## src/rtl/ifetch_ctrl_pkg.sv

```systemverilog
// rtl/ifetch_ctrl_pkg.sv - shared constants and types for the instruction fetch unit
package ifetch_ctrl_pkg;

  localparam int ILEN = 32;
  localparam logic [31:0] RESET_PC_DEFAULT = 32'h0000_0000;

  typedef enum logic [1:0] {
    S_IDLE = 2'd0,
    S_REQ  = 2'd1,
    S_WAIT = 2'd2
  } fetch_state_t;

  typedef struct packed {
    logic [31:0]     pc;
    logic [31:0]     pc_nb;
    logic [ILEN-1:0] instr;
  } fetch_entry_t;

endpackage

```

## src/rtl/ifetch_buf.sv

```systemverilog
// rtl/ifetch_buf.sv - two-entry instruction buffer with push/pop/flush and occupancy count
module ifetch_buf
  import ifetch_ctrl_pkg::*;
(
  input  logic         clk,
  input  logic         rst_n,
  input  logic         push,
  input  fetch_entry_t push_data,
  input  logic         pop,
  input  logic         flush,
  output fetch_entry_t head,
  output logic [1:0]   count
);

  fetch_entry_t mem [2];
  logic rd_ptr;
  logic wr_ptr;
  logic do_push;
  logic do_pop;

  assign do_pop  = pop && (count != 2'd0);
  // a full buffer still accepts a push when the head leaves in the same cycle
  assign do_push = push && ((count != 2'd2) || do_pop);

  always_ff @(posedge clk or negedge rst_n) begin
    if (!rst_n) begin
      rd_ptr <= 1'b0;
      wr_ptr <= 1'b0;
      count  <= 2'd0;
    end else if (flush) begin
      rd_ptr <= 1'b0;
      wr_ptr <= 1'b0;
      count  <= 2'd0;
    end else begin
      if (do_push) wr_ptr <= ~wr_ptr;
      if (do_pop)  rd_ptr <= ~rd_ptr;
      count <= count + {1'b0, do_push} - {1'b0, do_pop};
    end
  end

  always_ff @(posedge clk) begin
    if (do_push && !flush) mem[wr_ptr] <= push_data;
  end

  assign head = (count == 2'd0) ? '0 : mem[rd_ptr];

endmodule

```

## src/rtl/ifetch_ctrl.sv

```systemverilog
// rtl/ifetch_ctrl.sv - instruction fetch controller: request FSM, fetch pc, redirect/drop handling
module ifetch_ctrl
  import ifetch_ctrl_pkg::*;
#(
  parameter logic [31:0] RESET_PC  = RESET_PC_DEFAULT,
  parameter int          BUF_DEPTH = 2
) (
  input  logic        clk,
  input  logic        rst_n,
  input  logic        redirect,
  input  logic [31:0] redirect_pc,
  output logic        imem_req,
  output logic [31:0] imem_addr,
  input  logic        imem_gnt,
  input  logic        imem_rvalid,
  input  logic [31:0] imem_rdata,
  output logic        if_valid,
  input  logic        if_ready,
  output logic [31:0] if_pc,
  output logic [31:0] if_pc_nb,
  output logic [31:0] if_instruction
);

  fetch_state_t state, state_nxt;
  logic [31:0]  fetch_pc, fetch_pc_nxt;
  logic [31:0]  inflight_pc;
  logic [31:0]  redir_pc_q, redir_pc_nxt;
  logic         redir_pend, redir_pend_nxt;
  logic         drop, drop_nxt;
  logic [31:0]  target;
  logic [1:0]   count;
  logic         push, pop, space_after;
  fetch_entry_t head, push_entry;

  assign target      = {redirect_pc[31:2], 2'b00};
  assign push        = (state == S_WAIT) && imem_rvalid && !drop && !redirect;
  assign pop         = if_valid && if_ready;
  assign space_after = (int'(count) + int'(push) - int'(pop)) < BUF_DEPTH;
  assign push_entry  = '{pc: inflight_pc, pc_nb: inflight_pc + 32'd4, instr: imem_rdata};

  always_comb begin
    state_nxt      = state;
    fetch_pc_nxt   = fetch_pc;
    drop_nxt       = drop;
    redir_pend_nxt = redir_pend;
    redir_pc_nxt   = redir_pc_q;
    case (state)
      S_IDLE: if (int'(count) < BUF_DEPTH) state_nxt = S_REQ;
      S_REQ: if (imem_gnt) begin
        state_nxt = S_WAIT;
        if (redir_pend) begin
          fetch_pc_nxt   = redir_pc_q;
          drop_nxt       = 1'b1;
          redir_pend_nxt = 1'b0;
        end else begin
          fetch_pc_nxt = fetch_pc + 32'd4;
        end
      end
      S_WAIT: if (imem_rvalid) begin
        drop_nxt  = 1'b0;
        state_nxt = (drop || space_after) ? S_REQ : S_IDLE;
      end
      default: state_nxt = S_IDLE;
    endcase
    // redirect overrides whatever the normal flow decided this cycle
    if (redirect) begin
      case (state)
        S_IDLE: begin
          fetch_pc_nxt = target;
          state_nxt    = S_REQ;
        end
        S_REQ: if (imem_gnt) begin
          fetch_pc_nxt   = target;
          drop_nxt       = 1'b1;
          redir_pend_nxt = 1'b0;
        end else begin
          redir_pend_nxt = 1'b1;
          redir_pc_nxt   = target;
        end
        S_WAIT: begin
          fetch_pc_nxt = target;
          drop_nxt     = !imem_rvalid;
          if (imem_rvalid) state_nxt = S_REQ;
        end
        default: ;
      endcase
    end
  end

  always_ff @(posedge clk or negedge rst_n) begin
    if (!rst_n) begin
      state       <= S_IDLE;
      fetch_pc    <= RESET_PC;
      inflight_pc <= 32'd0;
      redir_pc_q  <= 32'd0;
      redir_pend  <= 1'b0;
      drop        <= 1'b0;
    end else begin
      state      <= state_nxt;
      fetch_pc   <= fetch_pc_nxt;
      redir_pc_q <= redir_pc_nxt;
      redir_pend <= redir_pend_nxt;
      drop       <= drop_nxt;
      if (state == S_REQ && imem_gnt) inflight_pc <= fetch_pc;
    end
  end

  ifetch_buf u_buf (
    .clk       (clk),
    .rst_n     (rst_n),
    .push      (push),
    .push_data (push_entry),
    .pop       (pop),
    .flush     (redirect),
    .head      (head),
    .count     (count)
  );

  assign imem_req       = (state == S_REQ);
  assign imem_addr      = fetch_pc;
  assign if_valid       = (count != 2'd0);
  assign if_pc          = head.pc;
  assign if_pc_nb       = head.pc_nb;
  assign if_instruction = head.instr;

endmodule

```

## config.mk

```make
export PLATFORM = sky130hd
export DESIGN_NAME = ifetch_ctrl
export DESIGN_NICKNAME = d
export VERILOG_FILES = /design/src/rtl/ifetch_ctrl_pkg.sv /design/src/rtl/ifetch_buf.sv /design/src/rtl/ifetch_ctrl.sv
export SDC_FILE = /design/constraint.sdc
export NUM_CORES = 1
export LEC_CHECK = 0
export ABC_CLOCK_PERIOD_IN_PS = 16000
export CAP_MARGIN = 30
export CELL_PAD_IN_SITES_DETAIL_PLACEMENT = 1
export CELL_PAD_IN_SITES_GLOBAL_PLACEMENT = 1
export CORE_MARGIN = 2
export CORE_UTILIZATION = 47
export DETAILED_ROUTE_END_ITERATION = 10
export PLACE_DENSITY_LB_ADDON = 0.1
export SLEW_MARGIN = 20
export SYNTH_ARGS = -nofsm -noshare
export SYNTH_HDL_FRONTEND = slang
export SYNTH_SLANG_ARGS = --single-unit
export TNS_END_PERCENT = 10
```

## constraint.sdc

```tcl
create_clock -name clk -period 16 [get_ports clk]
set_input_delay 1.6 -clock clk [delete_from_list [all_inputs] [get_ports clk]]
set_output_delay 1.6 -clock clk [all_outputs]
set_load 0.02 [all_outputs]
```

==> results of run 1 <==
[power by group through the flow]
stage,Clock [mW],Sequential (mW),Combinational (mW)
global route,0.815,1.21,1.23
floorplan,0,1.14,0.694
global placement,0,1.18,1.09
finish,0.773,1.19,1.14
detailed placement,0,1.20,1.12
CTS,0.788,1.18,1.14
[layout make-up]
class	count	area [um^2]	area share [%]
timing repair buffer	212	2102	12.77
inverter	17	63.81	0.3875
clock inverter	12	115.1	0.6991
sequential	290	8202	49.81
multi-input combinational	687	4506	27.36
tap	372	465.4	2.827
clock buffer	49	1012	6.147
[kinds of logic (layout without fill, tap and decap cells)]
family / Yosys count / in the layout / synth area share (%)
compound gates: 126 / 126 / 6.558
buf+inv: 78 / 290 / 2.857
fa+ha+maj: 12 / 12 / 1.208
mux: 133 / 133 / 10.51
simple gates: 376 / 376 / 13.37
xor+xnor: 40 / 40 / 2.685
flops: 290 / 290 / 62.82
[worst paths after layout]
| kind | slack [ns] | endpoint | from | depth (start not counted) |
|---|---|---|---|---|
| setup / recovery | 11.09 | if_pc[20] | u_buf.rd_ptr | 4 |
| max in group asynchronous | 13.62 | u_buf.rd_ptr | rst_n | 2 |
| setup reg to reg | 12.85 | u_buf.mem[0][4] | state[0] | 8 |
| min in group asynchronous | 1.10 | imem_addr[19] | rst_n | 1 |
| hold / removal | 0.47 | u_buf.mem[0][64] | inflight_pc[0] | 0 |
| hold reg to reg | 0.47 | u_buf.mem[0][64] | inflight_pc[0] | 0 |
[cells in the final DEF (no fill, tap or decap), drive strengths merged, types with 7 or more instances in the layout]
cell type / netlist / final
nand3: 32 / 32
xnor2: 28 / 28
clkinv: 0 / 7
a211oi: 8 / 8
mux2: 32 / 32
and3: 12 / 12
ha: 11 / 11
o211ai: 7 / 7
nand2: 131 / 131
clkdlybuf4s50: 0 / 196
nor2: 134 / 134
inv: 17 / 17
dfrtp: 102 / 102
clkbuf: 24 / 49
xor2: 12 / 12
nand4: 20 / 20
a221oi: 16 / 16
buf: 37 / 16
nor3: 12 / 12
mux2i: 101 / 101
a21oi: 27 / 27
o21ai: 25 / 25
edfxtp: 188 / 188
a22oi: 7 / 7
[metal layers]
metal	vias up	wire length [um]
met5	-	0
met3	54	1975
met2	299	16760
met1	4652	15010
li1	4213	-
met4	0	703
[registers in the layout (all words and copies together) (netlist names), named ones only]
register and cells:
state 2, drop 1, u_buf.mem 188, imem_addr 32
u_buf.rd_ptr 1, u_buf.wr_ptr 1, u_buf.count 2, redir_pc_q 30
inflight_pc 32
==> out/results.ini, run 1 <==
[outcome]
status = complete, no violations

[pwr]
peakVddDrop_mv = 0.1383
power_mw = 3.096
cellLeakagePower_nw = 5.972
pwr-share-seq_pct = 38.3
total_switching_power_mw = 1.155
power_density_nw_per_um2 = 188.0
pwr-share-comb_pct = 36.7
intPower_mw = 1.941
clkPwrFrac_pct = 25.0
switching_share_pct = 37.30

[clock_network]
clock-sinks = 290
post-cts-setup-buffer-count = 0
h-tree-depth = 2
cts_buffers = 34
ctsHoldBuffers = 0
cts_resized = 0
cts.clk_slew.worst_paths_ns = 0.06
clock-root-buffer = clkbuf_16
clockBufferDepth = 3
clkLatencyLatePin_ns = 0.52
cts_tree = yes

[worst_setup_path]
slowest_delay_ns = 0.92
path_max_fanout = 53
worst_setup_path_end_kind = output pin
cp_top_family = buffers and inverters
required_ns = 14.40
cp.buffers_inverters = 2
path_class = register to output pin
start_kind = register
slowest_stage = dfrtp_4
crit_path_cell_trace = buf_4 > mux2i_1 > nor2_1 > clkdlybuf4s50_1
arrival_ns = 3.31

[floorplanning]
die_h_um = 170.6
design.die.area_um2 = 29110
start_util_pct = 48.15
fp.dieW_um = 170.6
core_area_um2 = 27100
rows = 60
io_pins = 200

[detailed_routing]
avgViaCountPerCell = 5.624
wl_mm = 34.46
drtAntennaViolNets = 0
wl_per_cell_um = 21.02
drc = 0
first_pass_iters = 5
first_iter_violations = 598
num_vias = 9218

[global_routing]
grt_pass1_vias = 9611
use_met2_pct = 39.61
grt_use_met3_pct = 3.724
gr-max-usage-layer = met2
gr-total-overflow = 0
antenna_found_initial = 0
grt_pass1_wl_mm = 53.61
grt_max_degree = 91
groute.layer.met1.usage_pct = 32.10
track_usage_pct = 23.70

[flow_run]
cap_violations = 0

[timing]
fin_crit_sh_pct = 30.71
rsz0062_at_grt = false
tns_ns = 0
hold_ws_ns = 0.4721
final_hold_viol_count = 0
slew_headroom_pct = 36.78
finalSetupViolCount = 0
max_freq_ghz = 0.2035
report.final.slew_viol_count = 0
final.min_clock_period_ns = 4.914
worst_pin_slew_ns = 0.9478
finalClockSkew_ns = 0.02924
layout_setup_ws_ns = 11.09

[final_layout]
fill_cells = 2761
final_cells = 1639
nets = 1324
drive_gt1_share_pct = 9.392
fin_util_pct = 60.76
diodes = 0
finalInstanceArea_um2 = 16470
area_growth_pct = 26.17

[synthesis]
avgSynthCellArea_um2 = 12.37
yosysWarnings = 0
ys_ff_latch = 290
synth.top_cell.area_share_pct = 43.26
synthesis.area_um2 = 13050
synth_area_leaders = edfxtp_1 43%, dfrtp_1 20%, mux2i_1 7.7%, nor2_1 3.8%, nand2_1 3.8%
syn_inst = 1055
yosysTopAreaCell = edfxtp_1
synth.top_cells.by_count = 188 x edfxtp_1, 133 x nor2_1, 131 x nand2_1
ys_seq_area_share_pct = 62.82
synth.most_common_cell = edfxtp_1
synthDistinctLibCells = 62
synth-edff-count = 188
synthFlopType = edfxtp_1
async_flop_share_pct = 35.17
synth_fp_nets = 1137

[placement]
postPlaceCellArea_um2 = 15310
dp.cells = 1577
gp_congestion = 0.8127
hpwl_mm = 21.88
place_worst_setup_slack_ns = 11.23
io_buffers = 197

[worst_hold_path]
holdCritPathClass = register to register

No activity file was read; power rests on OpenSTA's default activity.
==> inputs of run 2 (changes only) <==
Settings changed: ABC_CLOCK_PERIOD_IN_PS 16000 to 4800, CORE_UTILIZATION 47 to 44.
Clock period 16 ns to 4.8 ns, I/O delays scaled along.
==> run 2 against run 1 <==
Net effect: non-clock buffer count rose by 3; clock power rose to 3.1 times the previous value; critical path depth rose by 1; clock skew fell by 0.019 ns; utilization fell by 4.8 points; sequential share of layout area barely moved; critical endpoint is now if_pc[16]; die area rose by 6.7%; power rose to 3.3 times the previous value; combinational power rose to 3.3 times the previous value; sequential power rose to 3.3 times the previous value; via count fell by 2.3%; largest power group unchanged.
==> out/results.ini, run 2 (same netlist as run 1, synthesis figures left out) <==
[clock_network]
cts_resized = 0  ; unchanged
cts.clk_slew.worst_paths_ns = 0.06  ; about the same
cts_buffers = 30  ; was 34
clockBufferDepth = 3  ; unchanged
cts_tree = yes  ; unchanged
h-tree-depth = 1  ; was 2
clock-sinks = 290  ; unchanged
clock-root-buffer = clkbuf_16  ; unchanged
clkLatencyLatePin_ns = 0.55  ; was 0.52 ns

[worst_setup_path]
path_max_fanout = 59  ; was 53
slowest_delay_ns = 0.61  ; was 0.92 ns
crit_path_cell_trace = nor2_4 > buf_4 > buf_4 > nor2_1 > clkdlybuf4s50_1  ; was buf_4 > mux2i_1 > nor2_1 > clkdlybuf4s50_1
start_kind = register  ; unchanged
path_class = register to output pin  ; unchanged
arrival_ns = 2.98  ; was 3.31 ns
required_ns = 4.32  ; was 14.40 ns
slowest_stage = buf_4  ; was dfrtp_4
worst_setup_path_end_kind = output pin  ; unchanged
crit_path_frequent_cell = buf_4

[floorplanning]
fp.dieW_um = 176.2  ; was 170.6 um
rows = 63  ; was 60
die_h_um = 176.2  ; was 170.6 um
io_pins = 200  ; unchanged
design.die.area_um2 = 31050  ; was 29,110 um^2
core_area_um2 = 29400  ; was 27,100 um^2
start_util_pct = 44.38  ; was 48.15%

[detailed_routing]
first_iter_violations = 501  ; was 598
avgViaCountPerCell = 5.444  ; was 5.624
drtAntennaViolNets = 0  ; unchanged
drc = 0  ; unchanged
num_vias = 9010  ; was 9,218
first_pass_iters = 4  ; was 5
wl_mm = 33.47  ; was 34.46 mm
wl_per_cell_um = 20.22  ; was 21.02 um

[global_routing]
grt_pass1_vias = 9371  ; was 9,611
antenna_found_initial = 0  ; unchanged
track_usage_pct = 21.55  ; was 23.70%
gr-total-overflow = 0  ; unchanged
grt_max_degree = 96  ; was 91
grt_pass1_wl_mm = 52.74  ; was 53.61 mm

[timing]
hold_ws_ns = 0.3371  ; was 0.4721 ns
report.final.slew_viol_count = 0  ; unchanged
final.min_clock_period_ns = 3.465
max_freq_ghz = 0.2886
fin_crit_sh_pct = 72.18
finalClockSkew_ns = 0.01049  ; was 0.02924 ns
finalSetupViolCount = 0  ; unchanged
worst_pin_slew_ns = 0.9154  ; was 0.9478 ns
slew_headroom_pct = 38.82  ; was 36.78%
tns_ns = 0  ; unchanged
rsz0062_at_grt = false  ; unchanged
final_hold_viol_count = 0  ; unchanged

[final_layout]
layout_common_cells = 196 x clkdlybuf4s50_1, 188 x edfxtp_1, 132 x nor2_1  ; unchanged
regMostFlops = u_buf.mem  ; unchanged
largest_reg_flops = 188  ; unchanged
area_growth_pct = 26.11  ; was 26.17%
nets = 1323  ; was 1,324
diodes = 0  ; unchanged
drive_gt1_share_pct = 9.407  ; was 9.392%
final_common_cell = clkdlybuf4s50_1  ; unchanged
fill_cells = 3023  ; was 2,761

[placement]
hpwl_mm = 22.22  ; was 21.88 mm
gp_congestion = 0.8268  ; was 0.8127
io_buffers = 197  ; unchanged

[pwr]
power_density_nw_per_um2 = 613.8  ; was 188.0 nW/um^2
cellLeakagePower_nw = 5.960  ; was 5.972 nW
peakVddDrop_mv = 0.3834  ; was 0.1383 mV

[outcome]
status = complete, no violations  ; unchanged

[flow_run]
cap_violations = 0  ; unchanged

[worst_hold_path]
holdCritPathClass = input port to asynchronous set/reset pin  ; was register to register

[run 2: cell count changes in the layout (fill, tap and decap cells not counted), sizes merged]
cell,delta
dlygate4sd3,+1
clkinvlp,-2
buf,+2
clkbuf,-10
bufinv,+2
clkinv,+5
[run 2: worst max-delay path: cells and delay by family, from the launching register on]
kind | cells | cell delay [ns]
simple gates | 2 | 0.29
flops | 1 | 0.51
buf+inv | 3 | 1.59
[run 2: through the flow]
stage	power (mW)	cell area [um^2]	instances	setup slack, ns	util (%)
global route	10.66	16460	1655	1.165	55.97
CTS	10.18	16400	1651	1.262	55.79
global placement	7.623	15370	1595	1.407	52.26
floorplan	6.118	13050	1055	0.5648	-
detailed placement	7.746	15370	1595	1.385	52.26
finish	10.10	16460	1655	1.335	55.97
[run 2: worst paths after layout]
path	from	end	slack, ns	cells after the start
hold reg to reg	inflight_pc[13]	u_buf.mem[0][77]	0.49	0
hold / removal	rst_n	redir_pc_q[7]	0.34	2
setup / recovery	u_buf.count[1]	if_pc[16]	1.34	5
setup reg to reg	u_buf.count[1]	state[0]	1.65	10
max in group asynchronous	rst_n	u_buf.rd_ptr	3.69	3
min in group clk	inflight_pc[13]	u_buf.mem[0][77]	0.49	0
[run 2: report_power, final]
part           leakage (nW)  switching [mW]  internal (mW)
logic                  2.47            2.10           1.64
clock network         0.515           0.950           1.45
registers              2.97           0.710           3.25
total                  5.96            3.76           6.34
[run 2: layout make-up]
type,count,area [um^2],area share (%)
multi-input cells,687,4501,27.35
inverters,17,63.81,0.3877
clock inverters,17,192.7,1.171
flip-flops and latches,290,8202,49.84
repair buffers,215,2165,13.15
clock buffers,39,845.8,5.140
well taps,390,488.0,2.965
[run 2: layer usage]
layer | global-route usage [%] | share of wire, % | vias to the layer above
li1 | - | - | 4210
met1 | 29.42 | 45 | 4508
met2 | 36.13 | 48 | 233
met3 | 2.670 | 4.1 | 59
met4 | 6.715 | 2.8 | 0
met5 | 0 | 0 | -
[run 2: repair_timing]
item / CTS / global route
endpoints found under the hold margin: 0 / 10
buffers inserted: 0 / 0
hold buffers: 0 / 1
==> inputs of run 3 (changes only) <==
Settings changed: ABC_CLOCK_PERIOD_IN_PS 4800 to 2900, CORE_UTILIZATION 44 to 39.
Clock period 4.8 ns to 2.9 ns, I/O delays scaled along.
==> run 3 against run 2 <==
Net effect: setup slack got worse by 1.2 ns; sequential power rose by 64%; clock skew rose by 0.012 ns; combinational power rose by 74%; die area rose by 13%; critical path depth fell by 1; power rose by 68%; global-route usage fell by 1.2 points; critical endpoint is now if_instruction[23]; wire length rose by 5.6%.
==> out/results.ini, run 3 (same netlist as run 1, synthesis figures left out) <==
[outcome]
status = complete, no violations  ; unchanged

[final_layout]
area_growth_pct = 28.39  ; was 26.11%
nets = 1347  ; was 1,323
regArea_um2 = 8202  ; unchanged
diodes = 0  ; unchanged
final_common_cell = clkdlybuf4s50_1  ; unchanged
fin_util_pct = 51.11  ; was 55.97%
regMostFlops = u_buf.mem  ; unchanged
multi_input_area_um2 = 4523  ; was 4501 um^2
layout_common_cells = 196 x clkdlybuf4s50_1, 188 x edfxtp_1, 132 x nor2_1  ; unchanged
final_cells = 1731  ; was 1,655
largest_reg_flops = 188  ; unchanged
fill_cells = 3354  ; was 3,023
drive_gt1_share_pct = 10.63  ; was 9.407%

[placement]
hpwl_mm = 24.02  ; was 22.22 mm
gp_congestion = 0.8120  ; was 0.8268
dp.cells = 1670  ; was 1,595
io_buffers = 197  ; unchanged

[clock_network]
clock-root-buffer = clkbuf_16  ; unchanged
ctsHoldBuffers = 1  ; was 0
cts_tree = yes  ; unchanged
cts.clk_slew.worst_paths_ns = 0.06  ; about the same
cts_buffers = 34  ; was 30
cts_resized = 0  ; unchanged
clockBufferDepth = 3  ; unchanged
post-cts-setup-buffer-count = 0  ; unchanged
clock-sinks = 290  ; unchanged
h-tree-depth = 2  ; was 1
clkLatencyLatePin_ns = 0.51  ; was 0.55 ns

[global_routing]
grt_max_degree = 97  ; was 96
track_usage_pct = 20.38  ; was 21.55%
gr-total-overflow = 0  ; unchanged
grt_pass1_vias = 9838  ; was 9,371
antenna_found_initial = 0  ; unchanged
grt_pass1_wl_mm = 56.50  ; was 52.74 mm

[floorplanning]
start_util_pct = 39.81  ; was 44.38%
io_pins = 200  ; unchanged
rows = 66  ; was 63
die_h_um = 186.9  ; was 176.2 um
core_area_um2 = 32780  ; was 29,400 um^2
design.die.area_um2 = 34940  ; was 31,050 um^2
fp.dieW_um = 186.9  ; was 176.2 um

[detailed_routing]
first_iter_violations = 358  ; was 501
wl_per_cell_um = 20.42  ; was 20.22 um
wl_mm = 35.34  ; was 33.47 mm
first_pass_iters = 5  ; was 4
num_vias = 9094  ; was 9,010
drc = 0  ; unchanged
avgViaCountPerCell = 5.254  ; was 5.444
drtAntennaViolNets = 0  ; unchanged

[timing]
max_freq_ghz = 0.3660
rsz0062_at_grt = false  ; unchanged
worst_pin_slew_ns = 0.7250  ; was 0.9154 ns
finalClockSkew_ns = 0.02268  ; was 0.01049 ns
report.final.slew_viol_count = 0  ; unchanged
fin_crit_sh_pct = 94.21
tns_ns = 0  ; unchanged
finalSetupViolCount = 0  ; unchanged
final.min_clock_period_ns = 2.732
final_hold_viol_count = 0  ; unchanged
slew_headroom_pct = 51.67  ; was 38.82%

[pwr]
cellLeakagePower_nw = 6.070  ; was 5.960 nW
power_density_nw_per_um2 = 1013  ; was 613.8 nW/um^2
peakVddDrop_mv = 0.5344  ; was 0.3834 mV

[worst_hold_path]
holdCritPathClass = input port to asynchronous set/reset pin  ; unchanged

[worst_setup_path]
arrival_ns = 2.44  ; was 2.98 ns
path_class = register to output pin  ; unchanged
worst_setup_path_end_kind = output pin  ; unchanged
required_ns = 2.61  ; was 4.32 ns
start_kind = register  ; unchanged
path_max_fanout = 34  ; was 59

[flow_run]
cap_violations = 0  ; unchanged

[run 3: cell count changes in the layout (fill, tap and decap cells not counted), sizes merged]
cell,previous run,this run
inv,17,18
clkbuf,39,43
buf,18,38
bufinv,4,1
clkinv,12,14
[run 3: cell type report]
| class | count | share of cell area (%) |
|---|---|---|
| Sequential cell | 290 | 48.95 |
| Multi-Input combinational cell | 687 | 27.00 |
| Tap cell | 442 | 3.301 |
| Timing Repair Buffer | 235 | 14.22 |
| Inverter | 17 | 0.3809 |
| Clock buffer | 43 | 5.526 |
| Clock inverter | 17 | 0.6273 |
[run 3: worst paths after layout]
path / cells past startpoint / to / slack, ns / startpoint
setup / recovery: 4 / if_instruction[23] / 0.17 / u_buf.rd_ptr
hold / removal: 2 / imem_addr[27] / 0.21 / rst_n
setup reg to reg: 9 / state[0] / 0.36 / u_buf.count[0]
hold reg to reg: 0 / u_buf.mem[1][77] / 0.48 / inflight_pc[13]
max in group asynchronous: 3 / inflight_pc[13] / 1.93 / rst_n
min in group clk: 1 / u_buf.mem[1][27] / 0.37 / imem_rdata[27]
[run 3: power breakdown]
group	internal [mW]	leakage (nW)	switching [mW]
registers	5.38	2.97	1.10
clock network	2.34	0.505	1.66
logic	2.86	2.59	3.63
total	10.6	6.07	6.40
[run 3: per-layer routing]
metal | GRT usage (%) | wire length (um) | up-vias | share of wire, %
met4 | 5.403 | 756 | 0 | 2.1
met1 | 28.02 | 16280 | 4549 | 46
li1 | - | - | 4257 | -
met5 | 0 | 0 | - | 0
met2 | 33.54 | 16760 | 232 | 47
met3 | 3.452 | 1542 | 56 | 4.4
[run 3: per-stage QoR]
stage	setup WS [ns]	area (um^2)	total power [mW]	hold WS, ns
6_report	0.1680	16750	16.97	0.2146
5_1_grt	0.05507	16750	17.94	0.2339
4_1_cts	0.08419	16750	17.17	0.2077
3_5_place_dp	0.05245	15710	13.10	0.2119
3_3_place_gp	0.03473	15710	12.91	0.2063
2_1_floorplan	-0.04403	13090	10.14	-0.005591
[run 3: worst max-delay path, stage by stage, from the launching register on]
cell and delay (ns):
dfrtp_4 0.70, buf_12 0.32, mux2i_1 0.12, nor2_1 0.14, clkdlybuf4s50_1 0.63
